[config.mk]
export PLATFORM = sky130hd
export DESIGN_NAME = uart_tx_arbiter_flat
export DESIGN_NICKNAME = d
export VERILOG_FILES = /design/src/rtl/uart_tx_arbiter_if.sv /design/src/rtl/uart_tx_arbiter.sv /design/src/flat_wrapper.sv
export SDC_FILE = /design/constraint.sdc
export NUM_CORES = 1
export LEC_CHECK = 0
export ABC_AREA = 1
export CORE_UTILIZATION = 30
export CTS_BUF_LIST = sky130_fd_sc_hd__clkbuf_8
export DETAILED_ROUTE_END_ITERATION = 16
export PLACE_DENSITY_LB_ADDON = 0.08
export SYNTH_ARGS = -nofsm -noshare
export SYNTH_HDL_FRONTEND = slang
export SYNTH_SLANG_ARGS = --single-unit
[constraint.sdc]
create_clock -name clk -period 1.8 [get_ports clk]
set_input_delay 0.27 -clock clk [delete_from_list [all_inputs] [get_ports clk]]
set_output_delay 0.27 -clock clk [all_outputs]
set_load 0.01 [all_outputs]
[src/rtl/uart_tx_arbiter_if.sv]
// rtl/uart_tx_arbiter_if.sv - requester words, ack/busy and transmitter byte handshake bundle
interface uart_tx_arbiter_if #(
    parameter int NBYTES = 4
);
    localparam int W = 8 * NBYTES;

    logic [1:0]   req;
    logic [W-1:0] data0;
    logic [W-1:0] data1;
    logic [1:0]   ack;
    logic         busy;
    logic [7:0]   tx_din;
    logic         tx_start;
    logic         tx_done_tick;

    modport slave (
        input  req, data0, data1, tx_done_tick,
        output ack, busy, tx_din, tx_start
    );

    modport master (
        output req, data0, data1, tx_done_tick,
        input  ack, busy, tx_din, tx_start
    );
endinterface

[src/rtl/uart_tx_arbiter.sv]
// rtl/uart_tx_arbiter.sv - round-robin share of one UART transmitter, words sent MSB byte first
// Optional CR/LF suffix after each word: define UART_TX_ARBITER_CRLF_EN.
module uart_tx_arbiter #(
    parameter int NBYTES = 4
) (
    input  logic              clk,
    input  logic              rst,
    uart_tx_arbiter_if.slave  bus
);
    localparam int W = 8 * NBYTES;
    localparam logic [2:0] LAST = 3'(NBYTES - 1);

    typedef enum logic [1:0] {
        S_IDLE,
        S_SEND,
        S_WAIT,
        S_DONE
    } state_t;

    state_t       state_q, state_d;
    logic [W-1:0] shift_q, shift_d;
    logic [2:0]   byte_cnt_q, byte_cnt_d;
    logic         grant_q, grant_d;
    logic         last_grant_q, last_grant_d;
    logic [1:0]   ack_q, ack_d;
    logic         busy_q, busy_d;
    logic [7:0]   tx_din_q, tx_din_d;
    logic         tx_start_q, tx_start_d;
    logic         pick;
    logic         word_end;
`ifdef UART_TX_ARBITER_CRLF_EN
    logic [1:0]   sfx_cnt_q, sfx_cnt_d;
`endif

    always_comb begin
        state_d      = state_q;
        shift_d      = shift_q;
        byte_cnt_d   = byte_cnt_q;
        grant_d      = grant_q;
        last_grant_d = last_grant_q;
        ack_d        = 2'b00;
        busy_d       = busy_q;
        tx_din_d     = tx_din_q;
        tx_start_d   = 1'b0;
        pick         = 1'b0;
        word_end     = 1'b0;
`ifdef UART_TX_ARBITER_CRLF_EN
        sfx_cnt_d    = sfx_cnt_q;
`endif
        case (state_q)
            S_IDLE: begin
                if (bus.req != 2'b00) begin
                    // Prefer whoever did not win last time; otherwise the lone requester.
                    if (bus.req[~last_grant_q]) pick = ~last_grant_q;
                    else                        pick = bus.req[1];
                    grant_d    = pick;
                    shift_d    = pick ? bus.data1 : bus.data0;
                    byte_cnt_d = 3'd0;
`ifdef UART_TX_ARBITER_CRLF_EN
                    sfx_cnt_d  = 2'd0;
`endif
                    tx_din_d   = shift_d[W-1 -: 8];
                    tx_start_d = 1'b1;
                    busy_d     = 1'b1;
                    state_d    = S_SEND;
                end
            end
            S_SEND: begin
                state_d = S_WAIT;
            end
            S_WAIT: begin
                if (bus.tx_done_tick) begin
                    if (byte_cnt_q != LAST) begin
                        shift_d    = shift_q << 8;
                        byte_cnt_d = byte_cnt_q + 3'd1;
                        tx_din_d   = shift_d[W-1 -: 8];
                        tx_start_d = 1'b1;
                        state_d    = S_SEND;
                    end else begin
`ifdef UART_TX_ARBITER_CRLF_EN
                        if (sfx_cnt_q != 2'd2) begin
                            sfx_cnt_d  = sfx_cnt_q + 2'd1;
                            tx_din_d   = (sfx_cnt_q == 2'd0) ? 8'h0D : 8'h0A;
                            tx_start_d = 1'b1;
                            state_d    = S_SEND;
                        end else begin
                            word_end = 1'b1;
                        end
`else
                        word_end = 1'b1;
`endif
                    end
                end
            end
            S_DONE: begin
                last_grant_d = grant_q;
                busy_d       = 1'b0;
                state_d      = S_IDLE;
            end
            default: begin
                state_d = S_IDLE;
            end
        endcase

        if (word_end) begin
            ack_d   = grant_q ? 2'b10 : 2'b01;
            state_d = S_DONE;
        end
    end

    always_ff @(posedge clk) begin
        if (rst) begin
            state_q      <= S_IDLE;
            shift_q      <= '0;
            byte_cnt_q   <= 3'd0;
            grant_q      <= 1'b0;
            last_grant_q <= 1'b1;
            ack_q        <= 2'b00;
            busy_q       <= 1'b0;
            tx_din_q     <= 8'h00;
            tx_start_q   <= 1'b0;
`ifdef UART_TX_ARBITER_CRLF_EN
            sfx_cnt_q    <= 2'd0;
`endif
        end else begin
            state_q      <= state_d;
            shift_q      <= shift_d;
            byte_cnt_q   <= byte_cnt_d;
            grant_q      <= grant_d;
            last_grant_q <= last_grant_d;
            ack_q        <= ack_d;
            busy_q       <= busy_d;
            tx_din_q     <= tx_din_d;
            tx_start_q   <= tx_start_d;
`ifdef UART_TX_ARBITER_CRLF_EN
            sfx_cnt_q    <= sfx_cnt_d;
`endif
        end
    end

    assign bus.ack      = ack_q;
    assign bus.busy     = busy_q;
    assign bus.tx_din   = tx_din_q;
    assign bus.tx_start = tx_start_q;
endmodule
[src/flat_wrapper.sv]
// flat-port wrapper written by rule: the top's interface ports become plain ports
module uart_tx_arbiter_flat 
#(
    parameter int NBYTES = 4
)
  (clk, rst, bus_req, bus_data0, bus_data1, bus_tx_done_tick, bus_ack, bus_busy, bus_tx_din, bus_tx_start);
  uart_tx_arbiter_if #(.NBYTES(NBYTES)) bus_i ();
  input  logic clk;
  input  logic rst;
  input wire logic [$bits(bus_i.req)-1:0] bus_req;
  input wire logic [$bits(bus_i.data0)-1:0] bus_data0;
  input wire logic [$bits(bus_i.data1)-1:0] bus_data1;
  input wire logic [$bits(bus_i.tx_done_tick)-1:0] bus_tx_done_tick;
  output wire logic [$bits(bus_i.ack)-1:0] bus_ack;
  output wire logic [$bits(bus_i.busy)-1:0] bus_busy;
  output wire logic [$bits(bus_i.tx_din)-1:0] bus_tx_din;
  output wire logic [$bits(bus_i.tx_start)-1:0] bus_tx_start;
  assign bus_i.req = bus_req;
  assign bus_i.data0 = bus_data0;
  assign bus_i.data1 = bus_data1;
  assign bus_i.tx_done_tick = bus_tx_done_tick;
  assign bus_ack = bus_i.ack;
  assign bus_busy = bus_i.busy;
  assign bus_tx_din = bus_i.tx_din;
  assign bus_tx_start = bus_i.tx_start;
  uart_tx_arbiter #(.NBYTES(NBYTES)) u_core (.clk(clk), .rst(rst), .bus(bus_i));
endmodule
==> impl_metrics.json, run 1 <==
{
  "design.core.area_um2": 7888,
  "timing.clock.skew_ps": 5.024,
  "route.detailed.drc": 0,
  "synthToLayoutAreaGrowth_pct": 41.51,
  "dr.pass1.iters": 4,
  "timing.final.max_slew_violations": 0,
  "routed_wire_length_per_instance_um": 12.73,
  "power.net_switching_mw": 0.8331,
  "netlist_instances": 388,
  "pwr-share-seq_pct": 40.3,
  "floorplan.io_pins": 81,
  "leakagePower_nw": 1.608,
  "cp_data_arrival_time_ps": 1800,
  "status": "complete, no violations",
  "cts_buffer_depth": 2,
  "gp_routability_congestion": 0.8075,
  "final_layout_size_suffix_gt1_share_pct": 7.559,
  "overflow": 0,
  "cts_tree": "built",
  "crit_slowest_cell": "sky130_fd_sc_hd__dfxtp_1",
  "placed_cells_incl_taps": 557,
  "postCtsResizedCells": 0,
  "most_instantiated_library_cell_after_synthesis": "sky130_fd_sc_hd__nand2_1",
  "finalSetupTns_ps": 0,
  "timing.final.crit_period_ps": 1570,
  "critPathMaxFanout": 23,
  "min_path_cells": 2,
  "async_flop_share_pct": 0,
  "floorplan.rows": 32,
  "ys_ff_latch": 43,
  "drt-total-wl_mm": 7.194,
  "fp.dieH_um": 93.10,
  "min_period_over_period_pct": 87.23,
  "cts_hold_repair_buffers": 0,
  "cts_num_sinks": 43,
  "ys_warn_count": 0,
  "rsz0062_at_grt": "no",
  "insertedDiodeCount": 0,
  "antenna_violating_nets_post_route": 0,
  "synthesis.area_um2": 2490,
  "post-synth-top-area-cell": "sky130_fd_sc_hd__dfxtp_1",
  "yosysTopAreaCellShare_pct": 34.57,
  "dp_slack_ps": 100.8,
  "cp_num_cells": 8,
  "hp-class": "reg2reg",
  "synth_fp_nets": 460,
  "power.ir.vdd_worst_uv": 504.9,
  "fmax_ghz": 0.6369,
  "place.detailed.hpwl_mm": 5.044,
  "synth_enable_flop_cells": 0,
  "switching_share_pct": 30.18,
  "cp_top_family": "adder cells",
  "clock_tree.htree_level_count": 2,
  "combinationalPowerShare_pct": 30.7,
  "worst_slack_ps": 229.8,
  "die-area_um2": 8668,
  "cpPeakStageDelay_ps": 330,
  "clkTransAtPathRegs_ps": 90,
  "pwr_density_cell_nw_per_um2": 783.4,
  "setup.worst_path.class": "reg2reg",
  "cp.required_ps": 2030,
  "gr-usage-all-layers_pct": 17.62,
  "ff2ff_path_depth": 8,
  "global_route_wire_length_before_repair_mm": 12.20,
  "final-setup-viol-count": 0,
  "multiInputGateArea_um2": 1325,
  "worstSetupEndpointType": "flop",
  "initial_core_utilization_pct": 31.57,
  "clock_power_share_pct": 29.0,
  "stdcell_count": 565,
  "post_cts.repair.setup_buffers": 0,
  "worst_pin_slew_ps": 476.4,
  "initialDrtViolationCount": 139,
  "first_global_vias": 2538,
  "synth-seq-area-share_pct": 34.57,
  "ys_top_cells_by_area": "sky130_fd_sc_hd__dfxtp_1 35%, sky130_fd_sc_hd__nand3_1 19%, sky130_fd_sc_hd__nand2_1 16%",
  "number_of_input_and_output_port_buffers_inserted": 80,
  "ys.flop_type": "sky130_fd_sc_hd__dfxtp_1",
  "syn_avg_cell_area_um2": 6.417,
  "die_w_um": 93.10,
  "via_per_inst": 4.697,
  "route.vias.total": 2654,
  "fillers": 833,
  "antenna_found_initial": 0,
  "clock_tree.root_cell": "sky130_fd_sc_hd__clkbuf_8",
  "drv_cap": 0,
  "cells_traversed_along_the_worst_timing_path": "ha_1 > ha_1 > inv_1 > nand4_4 > buf_4 > nand3_1 > nand2_1 > a21oi_1",
  "worstSetupStartpointType": "flop",
  "clk_latency_ps": 300,
  "ys_top_cells_by_count": "108 x sky130_fd_sc_hd__nand2_1, 96 x sky130_fd_sc_hd__nand3_1, 43 x sky130_fd_sc_hd__dfxtp_1",
  "number_of_failing_hold_endpoints_at_the_final_stage": 0,
  "worstPathBufferInverterCount": 2,
  "sequential_cell_area_um2": 860.8,
  "p_int_mw": 1.927,
  "cts_made_buffers": 5,
  "synth.lib_cells_used.distinct": 23,
  "cp_common_cell": "sky130_fd_sc_hd__ha_1",
  "nNetsFinal": 534,
  "grt_start_max_net_pins": 33,
  "slew-limit-headroom_pct": 68.12
}
-- stage by stage --
step | instance area, um2 | hold WS [ps] | util [%] | power, mW
after detailed placement | 3406 | 461.4 | 43.18 | 1.989
after global placement | 3406 | 470.8 | 43.18 | 1.982
after floorplan | 2490 | 428.7 | - | 1.640
after CTS | 3523 | 483.6 | 44.67 | 2.794
after global routing | 3523 | 506.2 | 44.67 | 2.955
final | 3523 | 477.4 | 44.67 | 2.760
-- layout make-up --
class / instances / area share, %
multi-input combinational: 275 / 37.61
tap: 102 / 3.622
timing repair buffer: 94 / 26.42
sequential: 43 / 24.43
inverter: 43 / 4.581
clock buffer: 6 / 2.344
clock inverter: 2 / 0.9943
-- cells in the final DEF (no fill, tap or decap), types with 2 or more instances in the layout --
master / netlist / final
sky130_fd_sc_hd__dfxtp_1: 43 / 43
sky130_fd_sc_hd__nor3_1: 2 / 2
sky130_fd_sc_hd__inv_1: 42 / 42
sky130_fd_sc_hd__a21oi_1: 37 / 37
sky130_fd_sc_hd__nand2_2: 2 / 2
sky130_fd_sc_hd__nand2_1: 108 / 108
sky130_fd_sc_hd__nand3b_1: 8 / 8
sky130_fd_sc_hd__buf_12: 0 / 2
sky130_fd_sc_hd__nor2_1: 4 / 4
sky130_fd_sc_hd__clkdlybuf4s50_1: 0 / 80
sky130_fd_sc_hd__nand3_1: 96 / 96
sky130_fd_sc_hd__clkbuf_8: 0 / 6
sky130_fd_sc_hd__buf_4: 0 / 12
sky130_fd_sc_hd__ha_1: 3 / 3
sky130_fd_sc_hd__or2_2: 8 / 8
-- layer usage --
layer / share of wire (%) / vias up / GRT usage, % / routed length [um]
li1: - / 1395 / - / -
met1: 49 / 1179 / 23.97 / 3508
met2: 44 / 75 / 28.80 / 3191
met3: 5.9 / 5 / 3.333 / 427
met4: 0.90 / 0 / 3.974 / 65
met5: 0 / - / 0 / 0
-- power groups by stage --
stage / Combinational [mW] / Sequential (mW) / Clock (mW)
floorplan: 0.498 / 1.14 / 0
global placement: 0.850 / 1.13 / 0
detailed placement: 0.854 / 1.14 / 0
CTS: 0.859 / 1.11 / 0.823
global route: 0.963 / 1.13 / 0.867
finish: 0.847 / 1.11 / 0.801
-- sequential cells by signal, summed over array words and instances, names as in the netlist, 2 cells and up --
signal             flops
u_core.state_q         2
u_core.bus.ack         2
u_core.bus.tx_din      8
u_core.shift_q        24
u_core.byte_cnt_q      3
-- worst register-to-register path, stage by stage (launching register included) --
cell                      delay, ps
sky130_fd_sc_hd__dfxtp_1        330
sky130_fd_sc_hd__ha_1           220
sky130_fd_sc_hd__ha_1           230
sky130_fd_sc_hd__inv_1          100
sky130_fd_sc_hd__nand4_4        110
sky130_fd_sc_hd__buf_4          250
sky130_fd_sc_hd__nand3_1        110
sky130_fd_sc_hd__nand2_1         60
sky130_fd_sc_hd__a21oi_1        110
-- worst paths after layout --
path	startpoint	endpoint	slack, ps
worst max-delay path	u_core.byte_cnt_q[0]	u_core.shift_q[12]	230
worst min-delay path	u_core.shift_q[7]	u_core.shift_q[7]	480
worst max register to register	u_core.byte_cnt_q[0]	u_core.shift_q[12]	230
worst min register to register	u_core.shift_q[7]	u_core.shift_q[7]	480
-- cell families (layout without fill, tap and decap cells) --
logic type               count (synthesis)  count (layout)  synth area share (%)
adder cells (fa/ha/maj)                  3               3                 1.508
buffers and inverters                   70             145                 12.21
flip-flops                              43              43                 34.57
AND/OR/NAND/NOR                        231             231                 43.12
AO/OA/AOI/OAI                           41              41                 8.593
Note: power is estimated with default switching activity, not from simulation.
==> inputs of run 2 (changes only) <==
--- a/config.mk
+++ b/config.mk
@@ -5,10 +5,10 @@
 export SDC_FILE = /design/constraint.sdc
 export NUM_CORES = 1
 export LEC_CHECK = 0
-export ABC_AREA = 1
 export CORE_UTILIZATION = 30
 export CTS_BUF_LIST = sky130_fd_sc_hd__clkbuf_8
 export DETAILED_ROUTE_END_ITERATION = 16
+export MAX_ROUTING_LAYER = met4
 export PLACE_DENSITY_LB_ADDON = 0.08
 export SYNTH_ARGS = -nofsm -noshare
 export SYNTH_HDL_FRONTEND = slang
==> constraint.sdc (replaced) <==
create_clock -name clk -period 1.8 [get_ports clk]
set_input_delay 0.36 -clock clk [delete_from_list [all_inputs] [get_ports clk]]
set_output_delay 0.36 -clock clk [all_outputs]
set_load 0.01 [all_outputs]
==> impl_metrics.json, run 2 <==
{
  "antenna_violating_nets_post_route": 0,
  "cts_hold_repair_buffers": 0,
  "ys_top_cells_by_area": "sky130_fd_sc_hd__dfxtp_1 40%, sky130_fd_sc_hd__nand2_1 17%, sky130_fd_sc_hd__a32o_1 11%",
  "power.ir.vdd_worst_uv": 274.3,
  "worstSetupStartpointType": "flop",
  "synthesis.area_um2": 2143,
  "timing.final.max_slew_violations": 0,
  "clkTransAtPathRegs_ps": 80,
  "initial_core_utilization_pct": 31.37,
  "min_period_over_period_pct": 96.59,
  "nNetsFinal": 424,
  "design.core.area_um2": 6832,
  "fillers": 710,
  "clock_tree.htree_level_count": 2,
  "route.detailed.drc": 0,
  "synthToLayoutAreaGrowth_pct": 52.54,
  "netlist_instances": 269,
  "place.detailed.hpwl_mm": 4.070,
  "cts_num_sinks": 43,
  "status": "complete, no violations",
  "cts_tree": "built",
  "synth_fp_nets": 341,
  "via_per_inst": 4.879,
  "post-synth-top-area-cell": "sky130_fd_sc_hd__dfxtp_1",
  "die_w_um": 86.53,
  "switching_share_pct": 27.98,
  "top_usage_layer": "met2",
  "combinationalPowerShare_pct": 27.9,
  "worst_case_hold_slack_ps": 465.0,
  "ys_warn_count": 0,
  "floorplan.rows": 30,
  "overflow": 0,
  "pwr-share-seq_pct": 47.6,
  "ys_top_cells_by_count": "99 x sky130_fd_sc_hd__nand2_1, 43 x sky130_fd_sc_hd__dfxtp_1, 24 x sky130_fd_sc_hd__a32o_1, 24 x sky130_fd_sc_hd__nand3_1, 14 x sky130_fd_sc_hd__buf_2",
  "final_util_pct": 47.86,
  "globalRouteMet2Util_pct": 29.15,
  "synth-seq-area-share_pct": 40.16,
  "antenna_found_initial": 0,
  "fp.dieH_um": 86.53,
  "worst_pin_slew_ps": 317.9,
  "die-area_um2": 7487,
  "floorplan.io_pins": 81,
  "routed_wire_length_per_instance_um": 13.40,
  "cp_data_arrival_time_ps": 1920,
  "dr.pass1.iters": 4,
  "grt_util_met3_pct": 3.333,
  "registers.top_by_ff_count": "u_core.shift_q",
  "drt-total-wl_mm": 5.988,
  "route.vias.total": 2181,
  "gp_routability_congestion": 0.7283,
  "gr-usage-all-layers_pct": 17.52,
  "p_int_mw": 1.665,
  "worstSetupEndpointType": "flop",
  "timing.final.crit_period_ps": 1739,
  "cts_made_buffers": 5,
  "clock_tree.root_cell": "sky130_fd_sc_hd__clkbuf_8",
  "yosysTopAreaCellShare_pct": 40.16,
  "setup.worst_path.class": "reg2reg",
  "final_layout_size_suffix_gt1_share_pct": 10.54,
  "largest_register_ffs": 24,
  "cp.required_ps": 1990,
  "clk_latency_ps": 290,
  "first_global_vias": 2204,
  "syn_avg_cell_area_um2": 7.968,
  "final-setup-viol-count": 0,
  "number_of_failing_hold_endpoints_at_the_final_stage": 0,
  "layout.cells.most_common_list": "99 x sky130_fd_sc_hd__nand2_1, 80 x sky130_fd_sc_hd__clkdlybuf4s50_1, 41 x sky130_fd_sc_hd__dfxtp_1",
  "timing.clock.skew_ps": 5.647,
  "grt_start_max_net_pins": 33,
  "power.net_switching_mw": 0.6468,
  "mostFrequentLayoutCell": "sky130_fd_sc_hd__nand2_1",
  "ys_ff_latch": 43,
  "synth.lib_cells_used.distinct": 36,
  "async_flop_share_pct": 0,
  "global_route_wire_length_before_repair_mm": 9.949,
  "most_instantiated_library_cell_after_synthesis": "sky130_fd_sc_hd__nand2_1",
  "grtUsageMet1_pct": 21.32,
  "clock_power_share_pct": 24.5,
  "synth_enable_flop_cells": 0,
  "slew-limit-headroom_pct": 78.74,
  "leakagePower_nw": 1.263,
  "hp-class": "reg2reg",
  "critPathMaxFanout": 3,
  "ys.flop_type": "sky130_fd_sc_hd__dfxtp_1",
  "pwr_density_cell_nw_per_um2": 707.1,
  "number_of_input_and_output_port_buffers_inserted": 80,
  "insertedDiodeCount": 0,
  "initialDrtViolationCount": 126,
  "drv_cap": 0,
  "fmax_ghz": 0.5752,
  "cts_buffer_depth": 2
}
==> run 2: changes by cell type in the layout (fill, tap and decap cells not counted), sizes merged, moves of 4 or more <==
cell,delta
a32o,+24
a22oi,+9
buf,+4
a21oi,-34
o2bb2ai,+8
or2,-8
nand3,-72
inv,-37
nand2,-11
nand3b,-8
==> run 2: metal layers <==
layer	routed length, um	share of wire (%)
met4	82	1.4
met5	0	0
met3	322	5.4
met1	2780	46
met2	2803	47
==> run 2: critical path, cell delays in order (launching register included) <==
cell	delay (ps)
sky130_fd_sc_hd__dfxtp_2	340
sky130_fd_sc_hd__ha_4	160
sky130_fd_sc_hd__ha_2	180
sky130_fd_sc_hd__nand2b_4	150
sky130_fd_sc_hd__a211oi_4	310
sky130_fd_sc_hd__nor2_4	100
sky130_fd_sc_hd__buf_4	150
sky130_fd_sc_hd__mux2_2	250
==> run 2: worst paths after layout <==
check	slack, ps	depth (start not counted)	start	to
worst max-delay path	60	7	u_core.byte_cnt_q[0]	u_core.byte_cnt_q[0]
worst min-delay path	470	1	u_core.bus.tx_din[4]	u_core.bus.tx_din[4]
worst max register to register	60	7	u_core.byte_cnt_q[0]	u_core.byte_cnt_q[0]
worst min register to register	470	1	u_core.bus.tx_din[4]	u_core.bus.tx_din[4]
==> run 2: cells by family (layout without fill, tap and decap cells) <==
| logic type | after synthesis | after routing | share of synthesized area (%) |
|---|---|---|---|
| DFF | 43 | 43 | 40.16 |
| and+or+nand+nor | 141 | 141 | 28.26 |
| adders and majority gates | 3 | 3 | 1.752 |
| buffers and inverters | 27 | 109 | 6.771 |
| muxes | 1 | 1 | 0.5254 |
| AOI/OAI and AO/OA | 54 | 54 | 22.53 |
==> run 2: timing repair <==
item | in CTS | in global routing
cloned | 0 | 1
gates resized for setup | 0 | 9
pin swaps | 1 | 2
setup buffers | 0 | 1
setup endpoints to repair | 3 | 26
==> run 2: power groups by stage <==
stage | logic [mW] | registers (mW) | clock network, mW
floorplan | 0.311 | 1.12 | 0
finish | 0.646 | 1.10 | 0.566
global route | 0.714 | 1.11 | 0.628
global placement | 0.623 | 1.12 | 0
detailed placement | 0.627 | 1.12 | 0
CTS | 0.630 | 1.10 | 0.590
==> run 2: final cells by class <==
type	count	area (um2)	share of cell area, %
multi-input cells	199	1187	36.32
repair buffers	99	1011	30.92
flip-flops and latches	43	863.3	26.41
well taps	96	120.1	3.674
clock buffers	5	68.82	2.105
inverters	4	15.01	0.4592
clock inverters	1	3.754	0.1148
==> run 2: stage by stage <==
stage	total power, mW	TNS, ps	worst slack [ps]	instance area, um2	std cells
after floorplan	1.428	0	108.3	2143	269
after global placement	1.745	-5075	-246.0	3120	439
after detailed placement	1.749	-5190	-258.9	3120	439
after CTS	2.320	0	25.92	3193	445
after global routing	2.454	-1.702	-1.702	3269	447
final	2.312	0	61.40	3269	447
